## config.mk

```make
export PLATFORM = sky130hd
export DESIGN_NAME = led_pwm_driver
export DESIGN_NICKNAME = d
export VERILOG_FILES = /design/src/rtl/led_pkg.sv /design/src/rtl/tick_prescaler.sv /design/src/rtl/led_pwm_driver.sv
export SDC_FILE = /design/constraint.sdc
export NUM_CORES = 1
export LEC_CHECK = 0
export ABC_CLOCK_PERIOD_IN_PS = 5700
export BUFFER_PORTS_ARGS = -buffer_cell sky130_fd_sc_hd__buf_2
export CAP_MARGIN = 20
export CORE_MARGIN = 1
export CORE_UTILIZATION = 40
export DETAILED_ROUTE_END_ITERATION = 10
export SLEW_MARGIN = 20
export SYNTH_ARGS = -nofsm -noshare
export SYNTH_HDL_FRONTEND = slang
export SYNTH_HIERARCHICAL = 1
export SYNTH_SLANG_ARGS = --single-unit
```

## constraint.sdc

```tcl
create_clock -name clk50m -period 5.7 [get_ports clk50m]
set_clock_uncertainty 0.2 [all_clocks]
set_input_delay 0.285 -clock clk50m [delete_from_list [all_inputs] [get_ports clk50m]]
set_output_delay 0.285 -clock clk50m [all_outputs]
set_load 0.05 [all_outputs]
```

## src/rtl/led_pkg.sv

```systemverilog
// Shared encodings for the board LED driver: command modes, control FSM states
// and breathe ramp direction.
package led_pkg;

  typedef enum logic [1:0] {
    MODE_OFF     = 2'd0,
    MODE_SOLID   = 2'd1,
    MODE_BLINK   = 2'd2,
    MODE_BREATHE = 2'd3
  } mode_e;

  typedef enum logic {
    ST_RUN   = 1'b0,
    ST_APPLY = 1'b1
  } state_e;

  typedef enum logic {
    DIR_UP   = 1'b0,
    DIR_DOWN = 1'b1
  } dir_e;

endpackage

```

## src/rtl/tick_prescaler.sv

```systemverilog
// Divides the board clock down to a single-cycle tick every DIV clocks; shared by
// the slow-rate pattern blocks.
module tick_prescaler #(
  parameter int DIV = 50000
) (
  input  logic clk50m,
  input  logic rst,
  output logic tick
);

  localparam int CW = (DIV > 1) ? $clog2(DIV) : 1;
  localparam logic [CW-1:0] LAST = CW'(DIV - 1);

  logic [CW-1:0] cnt_q;
  logic [CW-1:0] cnt_d;
  logic          wrap;

  always_comb begin
    wrap  = (cnt_q == LAST);
    cnt_d = wrap ? '0 : cnt_q + CW'(1);
  end

  always_ff @(posedge clk50m or posedge rst) begin
    if (rst) begin
      cnt_q <= '0;
    end else begin
      cnt_q <= cnt_d;
    end
  end

  assign tick = wrap;

endmodule

```

## src/rtl/led_pwm_driver.sv

```systemverilog
// Board LED output stage: valid/ready mode+brightness commands, PWM dimming and
// blink/breathe patterns. Define LED_GAMMA_EN to add a squared gamma curve.
module led_pwm_driver
  import led_pkg::*;
#(
  parameter int CLK_HZ      = 50000000,
  parameter int TICK_HZ     = 1000,
  parameter int PWM_BITS    = 8,
  parameter int BLINK_TICKS = 168
) (
  input  logic                clk50m,
  input  logic                rst,
  input  logic                cmd_valid,
  output logic                cmd_ready,
  input  logic [1:0]          cmd_mode,
  input  logic [PWM_BITS-1:0] cmd_level,
  output logic                led
);

  localparam int DIV = CLK_HZ / TICK_HZ;
  localparam int BW  = (BLINK_TICKS > 1) ? $clog2(BLINK_TICKS) : 1;
  localparam logic [BW-1:0]       BLINK_LAST = BW'(BLINK_TICKS - 1);
  localparam logic [PWM_BITS-1:0] PWM_MAX    = '1;
  localparam logic [PWM_BITS-1:0] ONE        = PWM_BITS'(1);

  if ((CLK_HZ % TICK_HZ) != 0 || DIV < 2) begin : g_div_check
    $error("led_pwm_driver: CLK_HZ/TICK_HZ must divide exactly and be >= 2");
  end

  state_e              state_q, state_d;
  logic                ready_q, ready_d;
  mode_e               mode_q, mode_d;
  logic [PWM_BITS-1:0] level_q, level_d;
  logic [BW-1:0]       blink_cnt_q, blink_cnt_d;
  logic                blink_phase_q, blink_phase_d;
  logic [PWM_BITS-1:0] bri_q, bri_d;
  dir_e                dir_q, dir_d;
  logic [PWM_BITS-1:0] pwm_cnt_q, pwm_cnt_d;
  logic [PWM_BITS-1:0] duty_q, duty_d;
  logic                led_q, led_d;

  logic                tick;
  logic                accept;
  logic [PWM_BITS-1:0] target_lin;
  logic [PWM_BITS-1:0] duty_src;

  tick_prescaler #(
    .DIV (DIV)
  ) u_tick (
    .clk50m (clk50m),
    .rst    (rst),
    .tick   (tick)
  );

  assign accept = cmd_valid && ready_q;

  // Command FSM; ready is registered so it stays low throughout reset.
  always_comb begin
    state_d = state_q;
    mode_d  = mode_q;
    level_d = level_q;
    unique case (state_q)
      ST_RUN: begin
        if (accept) begin
          state_d = ST_APPLY;
          mode_d  = mode_e'(cmd_mode);
          level_d = cmd_level;
        end
      end
      ST_APPLY: begin
        state_d = ST_RUN;
      end
    endcase
    ready_d = (state_d == ST_RUN);
  end

  // Pattern generators run in every mode; APPLY restarts them and swallows a
  // coincident tick.
  always_comb begin
    blink_cnt_d   = blink_cnt_q;
    blink_phase_d = blink_phase_q;
    bri_d         = bri_q;
    dir_d         = dir_q;
    if (state_q == ST_APPLY) begin
      blink_cnt_d   = '0;
      blink_phase_d = 1'b1;
      bri_d         = '0;
      dir_d         = DIR_UP;
    end else if (tick) begin
      if (blink_cnt_q == BLINK_LAST) begin
        blink_cnt_d   = '0;
        blink_phase_d = ~blink_phase_q;
      end else begin
        blink_cnt_d = blink_cnt_q + BW'(1);
      end

      if (dir_q == DIR_UP) begin
        if (bri_q < level_q) begin
          bri_d = bri_q + ONE;
        end else begin
          dir_d = DIR_DOWN;
          if (bri_q != '0) bri_d = bri_q - ONE;
        end
      end else begin
        if (bri_q != '0) begin
          bri_d = bri_q - ONE;
        end else begin
          dir_d = DIR_UP;
          if (level_q != '0) bri_d = bri_q + ONE;
        end
      end
    end
  end

  always_comb begin
    target_lin = '0;
    unique case (mode_q)
      MODE_OFF:     target_lin = '0;
      MODE_SOLID:   target_lin = level_q;
      MODE_BLINK:   target_lin = blink_phase_q ? level_q : '0;
      MODE_BREATHE: target_lin = bri_q;
    endcase
  end

`ifdef LED_GAMMA_EN
  // Squared response; full scale lands one below all-ones so it still PWMs.
  function automatic logic [PWM_BITS-1:0] gamma(input logic [PWM_BITS-1:0] t);
    logic [2*PWM_BITS-1:0] sq;
    sq = {{PWM_BITS{1'b0}}, t} * {{PWM_BITS{1'b0}}, t};
    return sq[2*PWM_BITS-1:PWM_BITS];
  endfunction

  logic [PWM_BITS-1:0] target_g_q, target_g_d;

  always_comb begin
    target_g_d = gamma(target_lin);
  end

  always_ff @(posedge clk50m or posedge rst) begin
    if (rst) begin
      target_g_q <= '0;
    end else begin
      target_g_q <= target_g_d;
    end
  end

  assign duty_src = target_g_q;
`else
  assign duty_src = target_lin;
`endif

  // Duty only changes at the last count of a PWM period so no period is torn.
  always_comb begin
    pwm_cnt_d = pwm_cnt_q + ONE;
    duty_d    = (pwm_cnt_q == PWM_MAX) ? duty_src : duty_q;
    led_d     = (duty_q == PWM_MAX) ? 1'b1 : (pwm_cnt_q < duty_q);
  end

  always_ff @(posedge clk50m or posedge rst) begin
    if (rst) begin
      state_q       <= ST_RUN;
      ready_q       <= 1'b0;
      mode_q        <= MODE_OFF;
      level_q       <= '0;
      blink_cnt_q   <= '0;
      blink_phase_q <= 1'b0;
      bri_q         <= '0;
      dir_q         <= DIR_UP;
      pwm_cnt_q     <= '0;
      duty_q        <= '0;
      led_q         <= 1'b0;
    end else begin
      state_q       <= state_d;
      ready_q       <= ready_d;
      mode_q        <= mode_d;
      level_q       <= level_d;
      blink_cnt_q   <= blink_cnt_d;
      blink_phase_q <= blink_phase_d;
      bri_q         <= bri_d;
      dir_q         <= dir_d;
      pwm_cnt_q     <= pwm_cnt_d;
      duty_q        <= duty_d;
      led_q         <= led_d;
    end
  end

  assign cmd_ready = ready_q;
  assign led       = led_q;

endmodule
```

Yosys cells after proc, flatten, opt, wreduce, memory -nomap -nowiden
Cells that the tools add are included.
- flip-flop bits (word level): 63
- latch bits: 0
- bits in writable memories: 0
- memory bits (read-only): 0
- bits of input ports: 13
- output and inout port bits: 2
- word-level logic and storage cells: 64
- memories kept: 0
- add/sub/neg operators: 5
- $mul: 0
- div/mod/pow operators: 0
- $lt $le $gt $ge: 2
- equality and inequality tests: 8
- shifts and indexed selects: 0
- muxes and demuxes: 24
- bitwise logic cells: 3
- reduce and logical (&&, ||, !) cells: 10
- operators with widths (operator ; count):
    8-bit two-way mux ; 11
    8-bit case mux with 4 select lines ; 1
    8-bit by 1-bit adder with 8-bit output, second input constant ; 3
    8-bit equality test, second input constant ; 3
    16-bit by 1-bit adder with 16-bit output, second input constant ; 1
    16-bit equality test, second input constant ; 1
    8-bit < comparator ; 2
    16-bit two-way mux ; 1
    8-bit nonzero test ; 2
    1-bit two-way mux ; 10
    8-bit by 1-bit subtractor with 8-bit output, second input constant ; 1
    2-bit equality test, second input constant ; 2
    4-bit by 2-bit inequality test with 1-bit output, second input constant ; 1
    2-bit AND reduction ; 2
    2-bit nonzero test ; 2
    4-bit nonzero test ; 1
    1-bit NOT ; 3
    3-bit AND reduction ; 1
    2-bit by 1-bit equality test with 1-bit output, second input constant ; 1
    2-bit zero test ; 1
    1-bit case mux with 2 select lines ; 1
    1-bit logical AND ; 1

Longest topological paths before layout
- depth in word-level cells: 6
- gate-level depth with buffers: 9

By module
The synthesis kept the hierarchy.
- by module, submodules not included (module ; instances ; cells an instance ; area each (µm²) ; seq. area each (µm²)):
    led_pwm_driver ; 1 ; 303 ; 2767.7 ; 1176.1
    tick_prescaler ; 1 ; 68 ; 757.0 ; 400.4

Worst setup path before layout
OpenSTA, ideal clock, no wires.
- path type: register to register
- start: reg u_tick.cnt_q[4]
- end: reg bri_q[2]
- setup time: 0.125 ns
- data arrival time: 2.434 ns
- required time: 5.375 ns
- setup slack: 2.941 ns
- cell stages (with the launch flop): 7
- path buffers: 1
- cell sequence: dfrtp_1 > or4b_4 > nor4_4 > clkbuf_1 > nand2_1 > o32ai_1 > mux2_2
- cells in the longest elaborated chain, start to end: 3
- RTL lines (element ; line ; RTL):
    start, declared ; tick_prescaler.sv:14 ; logic [CW-1:0] cnt_q;
    start signal, assigned ; tick_prescaler.sv:27 ; cnt_q <= cnt_d;
    16-bit equality test ; tick_prescaler.sv:19 ; wrap = (cnt_q == LAST);
    named net tick ; led_pwm_driver.sv:42 ; logic tick;
    2-bit nonzero test (no line) ; -- ;
    3-bit AND reduction (no line) ; -- ;
    end signal, assigned ; led_pwm_driver.sv:179 ; bri_q <= bri_d;
    end, declared ; led_pwm_driver.sv:36 ; logic [PWM_BITS-1:0] bri_q, bri_d;
The timed path passes the listed nets, and every way through them passes these cells.
A chain may end at the register's enable or synchronous reset.

Worst setup path after layout
- start: reg bri_q[5]
- end: reg bri_q[7]
- cells in the longest elaborated chain, start to end: 6
- elaborated cells between the ends (all ways): 14
- RTL lines (element ; line ; RTL):
    8-bit by 1-bit subtractor with 8-bit output or 8-bit by 1-bit adder with 8-bit output (tied branches) ; -- ;
    8-bit two-way mux, on equally long branches ; led_pwm_driver.sv:102, led_pwm_driver.sv:109 ;
    8-bit two-way mux, on equally long branches ; led_pwm_driver.sv:98, led_pwm_driver.sv:105 ;
    8-bit two-way mux ; led_pwm_driver.sv:97 ; if (dir_q == DIR_UP) begin
    8-bit two-way mux ; led_pwm_driver.sv:89 ; end else if (tick) begin
    8-bit two-way mux ; led_pwm_driver.sv:84 ; if (state_q == ST_APPLY) begin
Several ways; a longest one is shown, not always the timed one. The select of a mux whose other input is x is not followed.

==> results.ini <==
[global_routing]
grt_pass1_wl_mm = 12.5
overflow = 0
grt_util_all_layers_pct = 17.9
antenna_found_initial = 0
grt_max_degree = 48
grt_pass1_vias = 2697

[yosys]
synth.distinct_cells = 51
synthArstFlopShare_pct = 100
synth_edf_count = 0
syn-num-nets = 404
ys_seq_area_share_pct = 44.7
synth_xor_area_share_pct = 6.21
synthAdderAreaFrac_pct = 7.10
syn_area_um2 = 3520
yosys_warnings = 6
synth_top_family_by_area = simple AND/OR/NAND/NOR gates
synthSimpleGateAreaFrac_pct = 22.5
postSynthCellCount = 371
synthMuxAreaShare_pct = 2.88
synth_compound_area_share_pct = 13.0
avgSynthCellArea_um2 = 9.50
synth_ff_type = dfrtp_1
ys_seq_elements = 63

[place]
place_ws_ps = 2880
gp_congestion = 0.831
io_buffers = 14
hpwl_mm = 4.68

[floorplan]
die_area_um2 = 9190
core_area_um2 = 8380
die_x_um = 95.9
fp-row-count = 33
fp.dieH_um = 95.9
initial_core_util_pct = 42.1
io_pins = 15

[timing]
hold_viol_final = 0
slew_headroom_pct = 46.2
fin_ws_ps = 2860
post-route-period-util_pct = 49.8
period_needed_ps = 2840
hold_ws_ps = 68.3
max_freq_mhz = 352
setup_tns_ps = 0
worst_slew_pin_slew_ps = 806
maxSlewViolCount = 0
setup_viol = 0
rsz0062_at_grt = false

[clocking]
numCtsBuffers = 9
post_cts_buffers = 0
clkTransAtPathRegs_ps = 80
clock-sinks = 63
h-tree-depth = 3
clock_latency_ps = 350
cts_tree = built
cts-root-buf = clkbuf_8
clockBufferDepth = 2

[drt]
viasPerCell = 5.27
drt-total-wl_mm = 6.99
ant_nets = 0
num_vias = 2672
drtIter0Drc = 97
drc = 0
top_layer_used = met4
wl_met3_um = 191
wl_met1_mm = 3.51
firstDrtPassIters = 4
met2WireLength_mm = 3.19
wl_per_cell_um = 13.8

[flow_run]
cap_violations = 0

[critical_path]
crit_path_end_kind = register
worst_path_max_delay_cell = or4_2
critical_path_class = reg -> reg
cp.required_ps = 5730
critical_path.max_stage_delay_ps = 700
worstPathMaxFanout = 10
critPathBufInv = 0
path_cells = ha_1 > a21oi_1 > o21ai_0 > a211oi_4 > or4_2 > a21boi_2 > mux2_1
startpoint = bri_q[5]
arrival_ps = 2870
r2r_start = bri_q[5]
critPathLaunchType = register
critPathTopFamily = compound AO/OA/AOI/OAI gates

[layout]
drive_gt1_share_pct = 11.7
finalNetCount = 430
syn_to_final_growth_pct = 14.0
antenna_cells = 0

[power_and_ir_drop]
power.density_nw_per_um2 = 256
leakagePower_nw = 1.82
swShare_pct = 26.6
combPwrFrac_pct = 10.1
p_clk_share_pct = 41.7
ir_drop_mv = 0.144
seqPwrFrac_pct = 48.2
internal_power_uw = 755
switching_power_uw = 273

[min_path]
hold_path_class = in -> reg
min_from = cmd_valid

[outcome]
status = finished, final reports clean

[synthesized netlist by cell type, types with 2 or more instances]
cell | number | area share (%)
a21boi_2 | 2 | 0.64
a21o_1 | 4 | 0.85
a21oi_1 | 26 | 3.7
a22o_1 | 7 | 1.7
and2_1 | 2 | 0.35
and3_1 | 3 | 0.53
and4_1 | 2 | 0.50
clkbuf_1 | 11 | 1.2
dfrtp_1 | 63 | 45
ha_1 | 20 | 7.1
inv_1 | 22 | 2.3
mux2_1 | 2 | 0.64
mux2_2 | 3 | 0.96
mux2i_1 | 3 | 0.85
nand2_1 | 40 | 4.3
nand2b_1 | 4 | 0.71
nand3_1 | 10 | 1.4
nand4_1 | 12 | 2.1
nor2_1 | 45 | 4.8
nor2b_1 | 10 | 1.8
nor4_1 | 6 | 1.1
o2111ai_1 | 2 | 0.50
o21ai_0 | 16 | 2.3
o32ai_1 | 2 | 0.50
or3_1 | 3 | 0.53
or3b_2 | 2 | 0.50
or4bb_1 | 2 | 0.64
xnor2_1 | 13 | 3.2
xor2_1 | 12 | 3.0
[registers in the layout (all words and copies together), names as in the netlist]
| name | count |
|---|---|
| blink_phase_q | 1 |
| level_q | 8 |
| pwm_cnt_q | 8 |
| bri_q | 8 |
| duty_q | 8 |
| mode_q | 2 |
| led | 1 |
| state_q | 1 |
| u_tick/cnt_q | 16 |
| cmd_ready | 1 |
| blink_cnt_q | 8 |
| dir_q | 1 |
[worst register-to-register path: cells and delay by family (launching register included)]
family	cells	cell delay, ps
flip-flops	1	470
multiplexers	1	320
adder cells (fa/ha/maj)	1	330
AO/OA/AOI/OAI	4	710
AND/OR/NAND/NOR	1	700
[layer usage]
layer  vias up  GRT usage [%]
met5         -              0
met4         0           6.22
met3        10           4.74
met2        39           27.8
met1      1273           24.2
li1       1350              -
[per-stage QoR]
| stage | std cells | power [mW] | util, % | cell area [um2] |
|---|---|---|---|---|
| after global routing | 507 | 1.08 | 47.9 | 4020 |
| after floorplan | 371 | 0.576 | - | 3520 |
| after CTS | 507 | 1.04 | 47.9 | 4020 |
| final | 507 | 1.03 | 47.9 | 4020 |
| after detailed placement | 480 | 0.601 | 44.1 | 3690 |
| after global placement | 480 | 0.601 | 44.1 | 3690 |
[repair_timing]
item	CTS	global route
endpoints found under the hold margin	26	0
gates resized for setup	0	0
hold buffers	11	0
[cells in the final DEF, fill, tap and decap left out, types with 13 or more instances in the layout]
cell     Yosys  routed
inv_1       22      21
dfrtp_1     63      63
nor2_1      45      45
o21ai_0     16      16
ha_1        20      20
a21oi_1     26      26
buf_2        0      14
nand2_1     40      40
xnor2_1     13      13
[cell type report]
| class | count | area, um2 |
|---|---|---|
| Fill cell | 792 | 4360 |
| Multi-Input combinational cell | 274 | 1820 |
| Sequential cell | 63 | 1580 |
| Timing Repair Buffer | 26 | 188 |
| Clock buffer | 11 | 131 |
| Tap cell | 105 | 131 |
| Inverter | 23 | 87.6 |
| Clock inverter | 5 | 82.6 |
[cells by family after synthesis]
family,after synthesis
simple gates,153
fa+ha+maj,20
mux,9
buf+inv,34
xor+xnor,25
compound gates,67
flops,63
[power by group through the flow]
| stage | logic [mW] | registers (mW) | clock network, mW |
|---|---|---|---|
| final | 0.104 | 0.496 | 0.429 |
| after global routing | 0.120 | 0.500 | 0.462 |
| after CTS | 0.105 | 0.495 | 0.440 |
| after detailed placement | 0.0969 | 0.504 | 0 |
| after global placement | 0.0975 | 0.504 | 0 |
| after floorplan | 0.0910 | 0.485 | 0 |
[final timing paths]
check,cells after the start,to,slack (ps)
worst max register to register,7,bri_q[7],2860
worst max-delay path,7,bri_q[7],2860
worst min register to register,1,blink_cnt_q[7],290
min in group asynchronous,3,u_tick/cnt_q[7],370
worst min-delay path,2,cmd_ready,70
max in group asynchronous,3,dir_q,4390
No activity file was read; power rests on OpenSTA's default activity.
